$ cat config.mk
export PLATFORM = sky130hd
export DESIGN_NAME = ebus_diag_rd
export DESIGN_NICKNAME = d
export VERILOG_FILES = /design/src/rtl/ebus_diag_rd.sv
export SDC_FILE = /design/constraint.sdc
export NUM_CORES = 1
export LEC_CHECK = 0
export CORE_ASPECT_RATIO = 1.2
export CORE_MARGIN = 5
export CORE_UTILIZATION = 40
export CTS_CLUSTER_DIAMETER = 100
export DETAILED_ROUTE_END_ITERATION = 10
export PLACE_DENSITY = 0.82
export SLEW_MARGIN = 10
export SYNTH_ARGS = -nofsm -noshare
export SYNTH_HDL_FRONTEND = slang
export SYNTH_SLANG_ARGS = --single-unit
$ cat constraint.sdc
create_clock -name clk -period 2.1 [get_ports clk]
set_clock_uncertainty 0.1 [all_clocks]
set_input_delay 0.42 -clock clk [delete_from_list [all_inputs] [get_ports clk]]
set_output_delay 0.42 -clock clk [all_outputs]
set_load 0.02 [all_outputs]
$ cat src/rtl/ebus_diag_rd.sv
// EBUS diagnostic-read initiator: drives a DIAG function code and strobe, waits
// for a settled responder, then returns the captured 36-bit word or a timeout.
// Optional odd-parity check on the captured word: define EBUS_DIAG_PARITY_EN.
module ebus_diag_rd #(
  parameter int SETUP_CYC  = 2,
  parameter int SAMPLE_DLY = 1,
  parameter int TIMEOUT    = 63
) (
  input  logic        clk,
  input  logic        rst_n,
  input  logic        req_valid,
  output logic        req_ready,
  input  logic [6:0]  req_func,
  output logic        rsp_valid,
  input  logic        rsp_ready,
  output logic [35:0] rsp_data,
  output logic        rsp_timeout,
  output logic [6:0]  ebus_diag,
  output logic        ebus_strobe,
  input  logic [35:0] ebus_data,
  input  logic        ebus_driving
`ifdef EBUS_DIAG_PARITY_EN
  ,
  input  logic        ebus_par,
  output logic        rsp_par_err
`endif
);

  localparam int CW = $clog2(TIMEOUT + 1);

  typedef enum logic [1:0] {
    IDLE,
    SETUP,
    STROBE,
    HOLD
  } state_t;

  state_t        state;
  logic [CW-1:0] setup_cnt;
  logic [CW-1:0] settle_cnt;
  logic [CW-1:0] tmo_cnt;
  logic          capture;
  logic          tmo_hit;

  // The responder has held the bus for SAMPLE_DLY cycles before this one.
  assign capture = ebus_driving && (settle_cnt == CW'(SAMPLE_DLY));
  assign tmo_hit = (tmo_cnt == CW'(TIMEOUT - 1));

  // NOTE: state and registered outputs use non-blocking assignments only, so
  // every branch below reads the pre-edge values regardless of statement order.
  always_ff @(posedge clk or negedge rst_n) begin
    if (!rst_n) begin
      state       <= IDLE;
      req_ready   <= 1'b1;
      rsp_valid   <= 1'b0;
      rsp_data    <= '0;
      rsp_timeout <= 1'b0;
      ebus_diag   <= '0;
      ebus_strobe <= 1'b0;
      setup_cnt   <= '0;
      settle_cnt  <= '0;
      tmo_cnt     <= '0;
`ifdef EBUS_DIAG_PARITY_EN
      rsp_par_err <= 1'b0;
`endif
    end else begin
      case (state)
        IDLE: begin
          if (req_valid) begin
            ebus_diag <= req_func;
            req_ready <= 1'b0;
            setup_cnt <= '0;
            state     <= SETUP;
          end
        end

        SETUP: begin
          if (setup_cnt == CW'(SETUP_CYC - 1)) begin
            ebus_strobe <= 1'b1;
            setup_cnt   <= '0;
            settle_cnt  <= '0;
            tmo_cnt     <= '0;
            state       <= STROBE;
          end else if (setup_cnt != '1) begin
            setup_cnt <= setup_cnt + CW'(1);
          end
        end

        STROBE: begin
          // Capture is tested first so it wins on the final timeout cycle.
          if (capture || tmo_hit) begin
            rsp_data    <= capture ? ebus_data : '0;
            rsp_timeout <= !capture;
`ifdef EBUS_DIAG_PARITY_EN
            rsp_par_err <= capture ? ~^{ebus_data, ebus_par} : 1'b0;
`endif
            rsp_valid   <= 1'b1;
            ebus_strobe <= 1'b0;
            ebus_diag   <= '0;
            settle_cnt  <= '0;
            tmo_cnt     <= '0;
            state       <= HOLD;
          end else begin
            if (tmo_cnt != '1) begin
              tmo_cnt <= tmo_cnt + CW'(1);
            end
            if (!ebus_driving) begin
              settle_cnt <= '0;
            end else if (settle_cnt != '1) begin
              settle_cnt <= settle_cnt + CW'(1);
            end
          end
        end

        HOLD: begin
          if (rsp_ready) begin
            rsp_valid <= 1'b0;
            req_ready <= 1'b1;
            state     <= IDLE;
          end
        end

        default: begin
          state       <= IDLE;
          req_ready   <= 1'b1;
          rsp_valid   <= 1'b0;
          ebus_strobe <= 1'b0;
          ebus_diag   <= '0;
        end
      endcase
    end
  end

endmodule

==> flow_summary.toml, run 1 <==
[clock_tree]
cts_tree = "done"
cts_root_buf = "clkbuf_8"
h-tree-depth = 3
cts_made_buffers = 9
cts.sinks = 67
clk_latency_ns = 0.33
cts.path.max_buffers = 2
clkTransAtPathRegs_ns = 0.07

[sta]
relSlewSlack_pct = 65.49
setup_violations = 7
tightest_slew_ns = 0.5145
fin_crit_ns = 2.314
setup_ws_ns = -0.2141
final.setup.tns_ns = -0.6107
slew_violations = 0
period_share_pct = 110.2
fmax_mhz = 432.1
hold_viol_final = 0
rsz0062_at_grt = "true"

[run_status]
status = "finished with violations"
violations = "setup timing"

[detailed_routing]
dr.pass1.iters = 4
viasPerCell = 5.331
vias = 2628
wl_um = 8172
drc = 0
drt_iter0_drc = 175
wl_per_cell_um = 16.58
ant_nets = 0

[logic_synthesis]
synth-main-ff-cell = "dfrtp_1"
ys_top_cells_by_area = "dfrtp_1 55%, a22o_1 11%, ha_1 4.6%"
yosysTopAreaCell = "dfrtp_1"
ys_seq_elements = 67
synthXorXnorAreaFrac_pct = 0
synth_top_area_share_pct = 54.86
avgSynthCellArea_um2 = 11.32
synth-seq-area-share_pct = 55.74
synthSimpleGateAreaFrac_pct = 12.88
synth.distinct_cells = 42
ys_warn_count = 0
syn-num-nets = 325
synth.most_common_cell = "dfrtp_1"
yosys-top-cells-count = "66 x dfrtp_1, 38 x a22o_1, 15 x nand3_1, 15 x o21ai_0"
syn_inst = 266
syn_area_um2 = 3010
synth-edff-count = 0
synth_top_family_by_area = "compound AO/OA/AOI/OAI gates"
synthAdderAreaFrac_pct = 4.572
synth_compound_area_share_pct = 22.73
async_flop_share_pct = 100.0
synthMuxAreaShare_pct = 1.039

[die]
die-width_um = 89.20
core_area_um2 = 7317
rows = 34
die_h_um = 105.0
initial_core_util_pct = 41.14
dieArea_um2 = 9368
pin_count = 95

[final_layout]
syn_to_final_growth_pct = 56.15
regArea_um2 = 1678
drive_gt1_share_pct = 20.10
final_cell_area_um2 = 4701
fin_nets = 457
fin_cells = 493
diodes = 0
multiInputGateArea_um2 = 1385
n_fill_cell = 563

[critical_path]
rrSetupSlack_ns = -0.21
startpoint = "setup_cnt[1]"
cp.arrival_ns = 2.48
timing.rr.start = "setup_cnt[1]"
r2r_cells = 7
critPathKind = "flip-flop to flip-flop"
endpoint_kind = "flip-flop"
cp_max_fo = 3
startpoint_type = "flip-flop"
worstPathRequired_ns = 2.27
r2r_end = "tmo_cnt[5]"
cp-endpoint = "tmo_cnt[5]"

[placement]
dpl.cell_count = 473
place_congestion = 0.8749
dp_slack_ns = -0.6459
place_area_um2 = 4328
numPortBuffers = 94
post-dp-hpwl_um = 5762

[power]
p_leak_nw = 2.063
ir_drop_mv = 1.011
p_per_area_nw_per_um2 = 1456

[global_routing]
grt_pass1_vias = 2753
grt_overflow = 0
antenna_found_initial = 0
grtUsageTotal_pct = 17.74
grt_max_degree = 39
grt_first_pass_wirelength_um = 13100

[run]
maxCapViolations = 0

[worst_hold_path]
hp-class = "flip-flop to flip-flop"
-- timing repair --
| item | in CTS | in global routing |
|---|---|---|
| buffers inserted | 0 | 3 |
| endpoints found under the hold margin | 17 | 0 |
| hold buffers | 1 | 0 |
| pin swaps | 0 | 6 |
| gates cloned | 0 | 0 |
| gates resized for setup | 7 | 31 |
| endpoints found under the setup margin | 60 | 27 |
-- layout by cell type (no fill, tap or decap), types with 3 or more instances in the layout --
master	count
o2bb2ai_1	7
o21ai_1	3
inv_1	8
ha_1	9
nor2b_1	10
clkbuf_8	11
dfrtp_1	66
nor2_1	6
buf_6	4
buf_12	4
clkdlybuf4s50_1	93
nand3_1	13
buf_4	33
and3_1	3
a21oi_1	12
nand2_1	11
nand2b_1	4
a22o_1	38
clkbuf_1	3
o21ai_0	11
-- routing by layer --
layer	vias up	track usage [%]	routed length (um)
li1	1254	-	-
met1	1282	22.55	3335
met2	82	28.40	4160
met3	10	5.354	558
met4	0	6.170	117
met5	-	0	0
-- where the power goes --
group | leakage [nW] | total [mW] | internal (mW) | switching, mW
Combinational | 1.11 | 3.79 | 1.99 | 1.81
Clock | 0.0905 | 0.947 | 0.491 | 0.456
Sequential | 0.864 | 2.11 | 1.80 | 0.310
Total | 2.06 | 6.85 | 4.28 | 2.57
-- layout make-up --
| cell class | count | area share [%] |
|---|---|---|
| Inverter | 9 | 0.7187 |
| Sequential cell | 67 | 35.69 |
| Tap cell | 90 | 2.396 |
| Clock buffer | 14 | 3.460 |
| Clock inverter | 2 | 0.2129 |
| Timing Repair Buffer | 136 | 28.05 |
| Multi-Input combinational cell | 175 | 29.47 |
-- how the worst min path moves through the flow --
stage / slack [ns] / startpoint / to / cells past startpoint
2_1_floorplan: 0.02 / rst_n / ebus_diag[0] / 0
3_3_place_gp: 0.31 / rst_n / ebus_diag[0] / 1
3_5_place_dp: 0.32 / rst_n / ebus_diag[0] / 1
4_1_cts: 0.41 / rsp_data[16] / rsp_data[16] / 1
5_1_grt: 0.42 / rsp_data[12] / rsp_data[12] / 1
6_report: 0.40 / rsp_data[16] / rsp_data[16] / 1
-- metrics by stage --
stage                     util (%)  power (mW)  hold slack (ns)
after floorplan                  -       3.818          0.02441
after global placement       59.15       5.421           0.3129
after detailed placement     59.15       5.499           0.3230
after CTS                    62.12       6.529           0.4101
after global routing         64.24       7.261           0.4247
final                        64.24       6.847           0.4048
-- flip-flops by register name, summed over array words and instances (netlist names), 2 cells and up --
register and flops:
setup_cnt 6, ebus_diag 7, tmo_cnt 6, state 2, rsp_data 36, settle_cnt 6
-- logic make-up after synthesis --
logic type               Yosys count
multiplexers                       3
AND/OR/NAND/NOR                   70
buffers and inverters             24
adder cells (fa/ha/maj)           11
flip-flops                        67
AO/OA/AOI/OAI                     91
-- worst max-delay path: stages, from the launching register on --
cell     delay, ns
dfrtp_1       0.38
inv_1         0.07
ha_2          0.16
or3b_4        0.38
o31a_1        0.28
or3_4         0.40
or4_4         0.42
nand3_2       0.07
Power figures use the tool's default switching activity.
==> inputs of run 2 (changes only) <==
--- a/config.mk
+++ b/config.mk
@@ -5,13 +5,14 @@
 export SDC_FILE = /design/constraint.sdc
 export NUM_CORES = 1
 export LEC_CHECK = 0
+export ABC_AREA = 1
 export CORE_ASPECT_RATIO = 1.2
 export CORE_MARGIN = 5
 export CORE_UTILIZATION = 40
 export CTS_CLUSTER_DIAMETER = 100
 export DETAILED_ROUTE_END_ITERATION = 10
-export PLACE_DENSITY = 0.82
-export SLEW_MARGIN = 10
+export PLACE_DENSITY = 0.81
+export SLEW_MARGIN = 20
 export SYNTH_ARGS = -nofsm -noshare
 export SYNTH_HDL_FRONTEND = slang
 export SYNTH_SLANG_ARGS = --single-unit
==> run 2 against run 1 <==
Against the previous run: die area rose by 6.5%; first-iteration DRC count fell by 25%; highest routed layer unchanged; non-clock buffer count fell by 32; register-to-register slack improved by 0.47 ns; via count rose by 1.6%; utilization fell by 8.2 points; synthesized area rose by 7.3%; sequential share of layout area rose by 1.7 points; the run now ends clean; synthesized cell count rose by 20%.
==> flow_summary.toml, run 2 <==
[run_status]
status = "completed"

[die]
rows = 36
die-width_um = 92.03
die_h_um = 108.4
core_area_um2 = 8018
pin_count = 95
dieArea_um2 = 9978
initial_core_util_pct = 40.28

[power]
p_leak_nw = 2.115
ir_drop_mv = 0.7628
p_per_area_nw_per_um2 = 1281

[clock_tree]
cts.path.max_buffers = 2
postCtsResizedCells = 0
h-tree-depth = 3
cts_root_buf = "clkbuf_8"
cts.sinks = 67
clk_latency_ns = 0.34
cts_made_buffers = 9
cts_tree = "done"
clkTransAtPathRegs_ns = 0.07

[logic_synthesis]
synth.distinct_cells = 36
ys_top_cells_by_area = "dfrtp_1 51%, nand2_1 8.4%, a22o_1 7.9%"
synthMuxAreaShare_pct = 0.3100
avgSynthCellArea_um2 = 10.09
ys_seq_elements = 67
syn_inst = 320
yosys-top-cells-count = "72 x nand2_1, 66 x dfrtp_1, 29 x a22o_1"
synth-main-ff-cell = "dfrtp_1"
synthAdderAreaFrac_pct = 4.262
synth_top_area_share_pct = 51.14
synth_top_family_by_area = "simple AND/OR/NAND/NOR gates"
yosysTopAreaCell = "dfrtp_1"
synth-seq-area-share_pct = 51.96
ys_warn_count = 0
async_flop_share_pct = 100.0
syn-num-nets = 379
synthSimpleGateAreaFrac_pct = 20.03
synth.most_common_cell = "nand2_1"
synth_compound_area_share_pct = 15.50
synthXorXnorAreaFrac_pct = 1.898
syn_area_um2 = 3229
synth-edff-count = 0

[sta]
tightest_slew_ns = 0.3945
period_share_pct = 95.13
rsz0062_at_grt = "false"
setup_ws_ns = 0.1023
fin_crit_ns = 1.998
fmax_mhz = 500.6
final.setup.tns_ns = 0
hold_viol_final = 0
setup_violations = 0
slew_violations = 0
relSlewSlack_pct = 73.70

[detailed_routing]
wl_um = 7603
ant_nets = 0
drt_iter0_drc = 131
vias = 2669
wl_per_cell_um = 14.48
drc = 0
viasPerCell = 5.084
dr.pass1.iters = 5

[critical_path]
startpoint_type = "flip-flop"
worstPathRequired_ns = 1.58
r2r_cells = 8
cp.arrival_ns = 1.48
cp_num_cells = 1
endpoint_kind = "output port"
critPathBufInv = 1
critPathKind = "flip-flop to output port"
cp_max_fo = 2
critPathTopFamily = "buffers and inverters"
critPathSlowestCell = "clkdlybuf4s50_1"
max_stage_delay_ns = 0.60
cp_cell_sequence = "clkdlybuf4s50_1"

[placement]
dpl.cell_count = 508
dp_slack_ns = 0.04517
place_congestion = 0.8530
place_area_um2 = 4288
numPortBuffers = 94
post-dp-hpwl_um = 5523

[worst_hold_path]
hp-class = "flip-flop to flip-flop"
whs_path_depth = 2

[final_layout]
reg_top3 = "rsp_data x36, ebus_diag x7"
largest_register = "rsp_data"
layout_common_cells = "93 x clkdlybuf4s50_1, 72 x nand2_1, 66 x dfrtp_1, 29 x a22o_1, 28 x nor2_1"
fin_nets = 484
final_common_cell = "clkdlybuf4s50_1"
diodes = 0
fin_cells = 525
largest_reg_flops = 36
syn_to_final_growth_pct = 39.09
drive_gt1_share_pct = 13.49
utilization_pct = 56.02
final_cell_area_um2 = 4492

[global_routing]
grt_max_degree = 44
grt_first_pass_wirelength_um = 12750
grt_pass1_vias = 2656
grt_overflow = 0
antenna_found_initial = 0
grtUsageTotal_pct = 16.19

[run]
maxCapViolations = 0
[run 2: cell types whose count changed after synthesis, moves of 9 or more]
cell / before / now
a22o_1: 38 / 29
clkbuf_1: 13 / 0
inv_1: 9 / 23
nand2_1: 13 / 72
nor2_1: 7 / 28
nor2b_1: 11 / 0
[run 2: final cells by class]
type                    instances  area (um^2)
clock buffers                  11        141.4
clock inverters                 5        52.55
fillers                       688         3526
inverters                      25        93.84
multi-input cells             218         1356
flip-flops and latches         67         1678
well taps                      95        118.9
repair buffers                104         1051
[run 2: power by group]
part / internal [mW] / switching (mW)
Clock: 0.575 / 0.481
Sequential: 1.71 / 0.261
Combinational: 1.24 / 1.49
Total: 3.52 / 2.23
[run 2: per-layer routing]
layer  part of all wire [%]  wire length, um  global-route usage, %
met5                      0                0                      0
met4                    2.1              157                  7.962
met3                    6.6              498                  3.827
met2                     47             3595                  26.20
met1                     44             3353                  20.38
[run 2: path summary, 6_finish.rpt]
check | from | slack [ns] | endpoint
setup / recovery | req_ready | 0.10 | req_ready
hold / removal | ebus_diag[5] | 0.39 | ebus_diag[5]
setup reg to reg | state[0] | 0.26 | settle_cnt[0]
hold reg to reg | ebus_diag[5] | 0.39 | ebus_diag[5]
max in group asynchronous | rst_n | 1.09 | req_ready
min in group asynchronous | rst_n | 0.49 | rsp_data[11]
[run 2: per-stage QoR]
step | hold WS (ns) | power [mW]
global placement | 0.3139 | 4.638
detailed placement | 0.3188 | 4.726
global route | 0.4154 | 6.149
floorplan | 0.02441 | 3.604
CTS | 0.3897 | 5.823
finish | 0.3859 | 5.753
[run 2: cells by family after synthesis]
family | after synthesis
simple gates | 136
xor+xnor | 7
fa+ha+maj | 11
flops | 67
compound gates | 63
buf+inv | 35
mux | 1
[run 2: worst min-delay path: cells and delay by family (launching register included)]
kind	cells	cell delay, ns
flip-flops	1	0.35
AO/OA/AOI/OAI	1	0.05
AND/OR/NAND/NOR	1	0.07
[run 2: timing repair]
action / 4_1_cts / 5_1_grt
setup endpoints to repair: 0 / 0
hold buffers: 1 / 0
buffers inserted: 0 / 0
endpoints found under the hold margin: 66 / 0
